File: config.mk
export PLATFORM = sky130hd
export DESIGN_NAME = memory_stage
export DESIGN_NICKNAME = d
export VERILOG_FILES = /design/src/rtl/arm_pkg.sv /design/src/rtl/pipe_mem_wb.sv /design/src/rtl/memory_stage.sv
export SDC_FILE = /design/constraint.sdc
export NUM_CORES = 1
export LEC_CHECK = 0
export ABC_AREA = 1
export BUFFER_PORTS_ARGS = -buffer_cell sky130_fd_sc_hd__buf_2
export CORE_UTILIZATION = 47
export CTS_CLUSTER_DIAMETER = 40
export DETAILED_ROUTE_END_ITERATION = 8
export PLACE_DENSITY = 0.8
export SLEW_MARGIN = 20
export SYNTH_ARGS = -nofsm -noshare
export SYNTH_HDL_FRONTEND = slang
export SYNTH_HIERARCHICAL = 1
export SYNTH_SLANG_ARGS = --single-unit
File: constraint.sdc
create_clock -name Clk -period 2.1 [get_ports Clk]
set_input_delay 0 -clock Clk [delete_from_list [all_inputs] [get_ports Clk]]
set_output_delay 0 -clock Clk [all_outputs]
set_load 0.01 [all_outputs]
File: src/rtl/arm_pkg.sv
// rtl/arm_pkg.sv - shared types and constants for the memory pipeline stage
package arm_pkg;

  typedef enum logic {
    MS_IDLE = 1'b0,
    MS_WAIT = 1'b1
  } mem_state_t;

  localparam logic [31:0] ERR_DATA_DEFAULT = 32'hDEADBEEF;

endpackage

File: src/rtl/pipe_mem_wb.sv
// rtl/pipe_mem_wb.sv - MEM/WB pipeline register with bubble insertion
module pipe_mem_wb (
  input  logic        clk,
  input  logic        rst_n,
  input  logic        bubble,
  input  logic [31:0] alu_out_m,
  input  logic [31:0] read_data_m,
  input  logic [3:0]  wa3_m,
  input  logic        pcsrc_m,
  input  logic        reg_write_m,
  input  logic        mem_to_reg_m,
  output logic [31:0] alu_out_w,
  output logic [31:0] read_data_w,
  output logic [3:0]  wa3_w,
  output logic        pcsrc_w,
  output logic        reg_write_w,
  output logic        mem_to_reg_w
);

  // A bubble only kills the control bits; data fields keep their last value.
  always_ff @(posedge clk or negedge rst_n) begin
    if (!rst_n) begin
      alu_out_w    <= 32'h0;
      read_data_w  <= 32'h0;
      wa3_w        <= 4'h0;
      pcsrc_w      <= 1'b0;
      reg_write_w  <= 1'b0;
      mem_to_reg_w <= 1'b0;
    end else if (bubble) begin
      pcsrc_w      <= 1'b0;
      reg_write_w  <= 1'b0;
      mem_to_reg_w <= 1'b0;
    end else begin
      alu_out_w    <= alu_out_m;
      read_data_w  <= read_data_m;
      wa3_w        <= wa3_m;
      pcsrc_w      <= pcsrc_m;
      reg_write_w  <= reg_write_m;
      mem_to_reg_w <= mem_to_reg_m;
    end
  end

endmodule

File: src/rtl/memory_stage.sv
// rtl/memory_stage.sv - memory pipeline stage: data-memory handshake, stall, timeout, MEM/WB
module memory_stage
  import arm_pkg::*;
#(
  parameter int          TIMEOUT_CYCLES = 255,
  parameter logic [31:0] ERR_DATA       = ERR_DATA_DEFAULT
) (
  input  logic        Clk,
  input  logic        Rst_n,
  input  logic [31:0] AToMemM,
  input  logic [31:0] WDToMemM,
  input  logic [3:0]  WA3M,
  input  logic        PCSrcM,
  input  logic        RegWriteM,
  input  logic        MemToRegM,
  input  logic        MemWriteM,
  output logic        mem_req,
  output logic        mem_we,
  output logic [31:0] mem_addr,
  output logic [31:0] mem_wdata,
  input  logic [31:0] mem_rdata,
  input  logic        mem_ack,
  output logic        StallM,
  output logic [31:0] ALUOutM,
  output logic [31:0] ReadDataW,
  output logic [31:0] ALUOutW,
  output logic [3:0]  WA3W,
  output logic        PCSrcW,
  output logic        RegWriteW,
  output logic        MemToRegW,
  output logic        MemFault
);

  localparam int             CNT_W    = (TIMEOUT_CYCLES > 1) ? $clog2(TIMEOUT_CYCLES) : 1;
  localparam logic [CNT_W-1:0] CNT_LAST = CNT_W'(TIMEOUT_CYCLES - 1);

  mem_state_t       state, state_next;
  logic [CNT_W-1:0] cnt, cnt_next;
  logic             req_next, we_next, fault_next;
  logic [31:0]      addr_next, wdata_next;

  logic        access, is_load, in_wait, timeout, done;
  logic [31:0] load_data;

  // A store wins when both load and store flags are set.
  assign access    = MemToRegM | MemWriteM;
  assign is_load   = MemToRegM & ~MemWriteM;
  assign in_wait   = (state == MS_WAIT);
  assign timeout   = in_wait & ~mem_ack & (cnt == CNT_LAST);
  assign done      = in_wait & (mem_ack | timeout);
  assign StallM    = access & ~done;
  assign ALUOutM   = AToMemM;
  assign load_data = is_load ? (timeout ? ERR_DATA : mem_rdata) : 32'h0;

  always_ff @(posedge Clk or negedge Rst_n) begin
    if (!Rst_n) begin
      state     <= MS_IDLE;
      cnt       <= '0;
      mem_req   <= 1'b0;
      mem_we    <= 1'b0;
      mem_addr  <= 32'h0;
      mem_wdata <= 32'h0;
      MemFault  <= 1'b0;
    end else begin
      state     <= state_next;
      cnt       <= cnt_next;
      mem_req   <= req_next;
      mem_we    <= we_next;
      mem_addr  <= addr_next;
      mem_wdata <= wdata_next;
      MemFault  <= fault_next;
    end
  end

  always_comb begin
    state_next = state;
    cnt_next   = cnt;
    req_next   = mem_req;
    we_next    = mem_we;
    addr_next  = mem_addr;
    wdata_next = mem_wdata;
    fault_next = MemFault;
    case (state)
      MS_IDLE: begin
        if (access) begin
          state_next = MS_WAIT;
          cnt_next   = '0;
          req_next   = 1'b1;
          we_next    = MemWriteM;
          addr_next  = AToMemM;
          wdata_next = WDToMemM;
        end
      end
      MS_WAIT: begin
        if (done) begin
          state_next = MS_IDLE;
          req_next   = 1'b0;
          if (timeout) fault_next = 1'b1;
        end else begin
          cnt_next = cnt + CNT_W'(1);
        end
      end
      default: state_next = MS_IDLE;
    endcase
  end

  pipe_mem_wb u_mem_wb (
    .clk          (Clk),
    .rst_n        (Rst_n),
    .bubble       (StallM),
    .alu_out_m    (AToMemM),
    .read_data_m  (load_data),
    .wa3_m        (WA3M),
    .pcsrc_m      (PCSrcM),
    .reg_write_m  (RegWriteM),
    .mem_to_reg_m (is_load),
    .alu_out_w    (ALUOutW),
    .read_data_w  (ReadDataW),
    .wa3_w        (WA3W),
    .pcsrc_w      (PCSrcW),
    .reg_write_w  (RegWriteW),
    .mem_to_reg_w (MemToRegW)
  );

endmodule

==> impl_results.md <==
- Worst VDD drop: roughly 0.00065 V
- Layout cells sized above 1: a little over a third
- Largest net degree at the start of global routing: 70
- Avg Cell Area, Syn: 9.95 µm²
- Initial antenna violation count: 0
- Iter 0 DRT Violations: approximately 370
- EDFF count, synth: 0
- Endpoints failing setup: 0
- Core ar.: around 13000 µm²
- Met2 routed WL: ~9.4 mm
- R2r worst-path depth: 11
- Worst-Margin Slew: about 1.1 ns
- Reg-to-reg endpoint: u_mem_wb/alu_out_w[11]
- Total I/O pin count: 278
- M1 WL: about 7 mm
- GRT overflow: 0
- Fin Hold WS: about 0.024 ns
- Hold Crit Class: in2reg
- Chip Width: roughly 120 µm
- CTS tree: done
- Post-Synthesis Cells: between 600 and 700
- Synthesis-to-finish area growth: 48.3%
- CTS H-Tree Depth: 4
- Hold path start: mem_ack
- Register area share after synthesis: between 50% and 60%
- Synth Flop Type: dfrtp_1
- Die Y: ~120 µm
- Clock-pin slew on the worst setup and hold paths: roughly 0.060 ns
- DR pass1 iterations: 7
- Routed vias: 5754
- R2R setup slack: approximately 0.33 ns
- Post-CTS setup buffers: 0
- Logic pwr share: around 27%
- Setup TNS: 0 ns
- Synth top area share: 58.6%
- Clk_lat worst skew: between 0.4 and 0.5 ns
- Critical-path maximum fanout: 26
- Crit path capture type: output pin
- Cell Int Power: between 0.006 and 0.007 W
- Initial core utilization: between 40 and 50%
- Top cells by count, synth: nand2_1 (240), dfrtp_1 (147), mux2_1 (39)
- Num CTS Buffers: 17
- Drt via density: around 5
- Final Hold Vio Count: 0
- Fillers: approximately 840
- Period utilization: 92.4%
- Slowest-stage cell, CP: dfrtp_1
- Area leader, netlist: dfrtp_1
- Pwr dens: 1060 nW/µm²
- Synth Register Bits: ~150
- Fin crit period: just under 2 ns
- Count of unique library cells instantiated by Yosys: 21
- Critical path class: reg2out
- FMAX: ~520 MHz
- Detail Placement HPWL: 10.7 mm
- Synth warn: 6
- Slew Limit Headroom: between 20 and 30%
- Hold Path Depth: 4
- Outcome: complete, no violations
- First-pass GRT wire length: 30.3 mm
- Vias in the first global route: between 5000 and 6000
- Port bufs: roughly 280
- Asr flop ratio synth: between 90% and 100%
- WHS Endpoint: mem_req
- Diode count: 0
- Final WL: between 15 and 20 mm
- Die area: about 14000 µm²
- Nets@finish: approximately 1100
- Clk pwr share: between 30% and 40%
- Setup crit start kind: flip-flop
- Reg power frac: approximately two fifths
- Top routing layer used: met4
- Leak: 5.05 nW
- CTS Root Buffer Type: clkbuf_16
- Crit path top cell by count: inv_1
- Met3 wire len: between 1.5 and 2 mm
- Total power: roughly 0.0098 W
- FP Rows: roughly 40
- Overall Global Routing Usage: 28.0%
- Largest stage delay, worst path: slightly above 0.4 ns
- CP cell instances: inv_1, ha_1, inv_1, nor2_1, nand2_1, a21oi_2, nor2_4, buf_6, buf_2
- Critical path required time: between 2 and 2.5 ns
- Psw: about 0.003 W
- Netlist Area Pre-Place: ~6300 µm²
- R2r startpoint: cnt[0]
- Maximum buffer depth of the clock tree: 2
- Most common cell in the netlist: nand2_1
- Wire per inst: between 15 and 20 µm
- CTS Sinks: roughly 150
- Worst-case clock skew: roughly 0.01 ns
- Slew Viols, Final: 0
- GP Congestion: roughly 0.84
- # DRC: 0
- Syn_nets: 740
- Max-cap violations: 0
- Crit path DAT: between 1.5 and 2 ns
- RSZ-0062 raised after global routing: false
- Routed Antenna Nets: 0
- Synth top area cells: dfrtp_1 (59%), nand2_1 (14%), mux2_1 (7.0%), mux2_2 (4.5%), buf_4 (4.1%)
- Sw Ratio: between 30% and 40%
[how the worst max path moves through the flow]
stage | depth (start not counted) | slack (ns) | startpoint | to
after global routing | 9 | 0.02 | cnt[0] | StallM
after detailed placement | 11 | 0.35 | cnt[0] | u_mem_wb/alu_out_w[0]
after floorplan | 13 | 0.36 | cnt[0] | u_mem_wb/alu_out_w[10]
after global placement | 11 | 0.38 | cnt[0] | u_mem_wb/alu_out_w[0]
after CTS | 9 | 0.05 | cnt[0] | StallM
final | 9 | 0.16 | cnt[0] | StallM
[timing repair]
action	in CTS	in global routing
gates resized for setup	0	2
endpoints found under the setup margin	0	1
hold buffers	103	0
endpoints found under the hold margin	212	0
[logic make-up after synthesis]
group                    count (synthesis)  share of synthesized area (%)
flip-flops                             147                           58.6
AO/OA/AOI/OAI                           34                           2.89
buffers and inverters                  101                           9.25
AND/OR/NAND/NOR                        283                           17.4
multiplexers                            64                           11.5
adder cells (fa/ha/maj)                  2                          0.399
[layout make-up]
class                      instances  area (µm²)  area share [%]
inverter                          39         146            1.57
tap                              172         215            2.31
clock inverter                     8         146            1.57
clock buffer                      24         492            5.28
sequential                       147        3680            39.5
multi-input combinational        383        2040            21.9
timing repair buffer             394        2590            27.9
[metrics by stage]
stage                     worst slack [ns]  util [%]  std cells  cell area [µm²]
final                                0.161      72.6       1167             9310
after global routing                0.0165      72.6       1167             9310
after CTS                           0.0501      72.5       1167             9300
after detailed placement             0.351      59.5       1032             7630
after global placement               0.380      59.5       1032             7630
after floorplan                      0.358         -        631             6280
[sequential cells by signal, indices dropped and copies added (netlist names), 4 cells and up]
| name | flops |
|---|---|
| mem_addr | 32 |
| mem_wdata | 32 |
| u_mem_wb/alu_out_w | 32 |
| u_mem_wb/read_data_w | 32 |
| cnt | 8 |
| u_mem_wb/wa3_w | 4 |
[cell usage in the layout, fill, tap and decap left out, types with 2 or more instances in the layout]
cell,synthesis,layout
buf_6,7,2
bufinv_16,0,4
buf_2,17,276
ha_1,2,2
nor3b_1,2,2
nor2_1,26,25
o21ai_1,2,2
a21oi_1,28,27
clkbuf_16,0,17
clkbuf_1,4,3
o21bai_1,2,2
clkinv_2,0,2
inv_1,37,37
nand2_1,240,240
mux2_1,39,39
inv_2,2,2
buf_4,34,8
mux2_2,25,25
dfrtp_1,147,147
dlygate4sd3_1,0,103
nand3_1,13,13
clkbuf_8,0,4
buf_12,0,5
[critical path, delay by kind of cell, from the launching register on]
family / cells / cell delay, ns
AND/OR/NAND/NOR: 3 / 0.27
AO/OA/AOI/OAI: 1 / 0.08
flip-flops: 1 / 0.41
buffers and inverters: 4 / 0.56
adder cells (fa/ha/maj): 1 / 0.21
[power by group through the flow]
stage | Combinational (W) | Clock (W) | Sequential (W)
5_1_grt | 0.00287 | 0.00343 | 0.00400
4_1_cts | 0.00260 | 0.00327 | 0.00389
3_5_place_dp | 0.00245 | 0 | 0.00392
6_report | 0.00266 | 0.00325 | 0.00391
2_1_floorplan | 0.00102 | 0 | 0.00423
3_3_place_gp | 0.00239 | 0 | 0.00389
[metal layers]
metal	global-route usage, %	vias to the layer above
li1	-	2645
met1	31.7	2681
met2	48.8	357
met3	7.51	71
met4	13.9	0
met5	0	-
(Power assumes the default switching activity.)
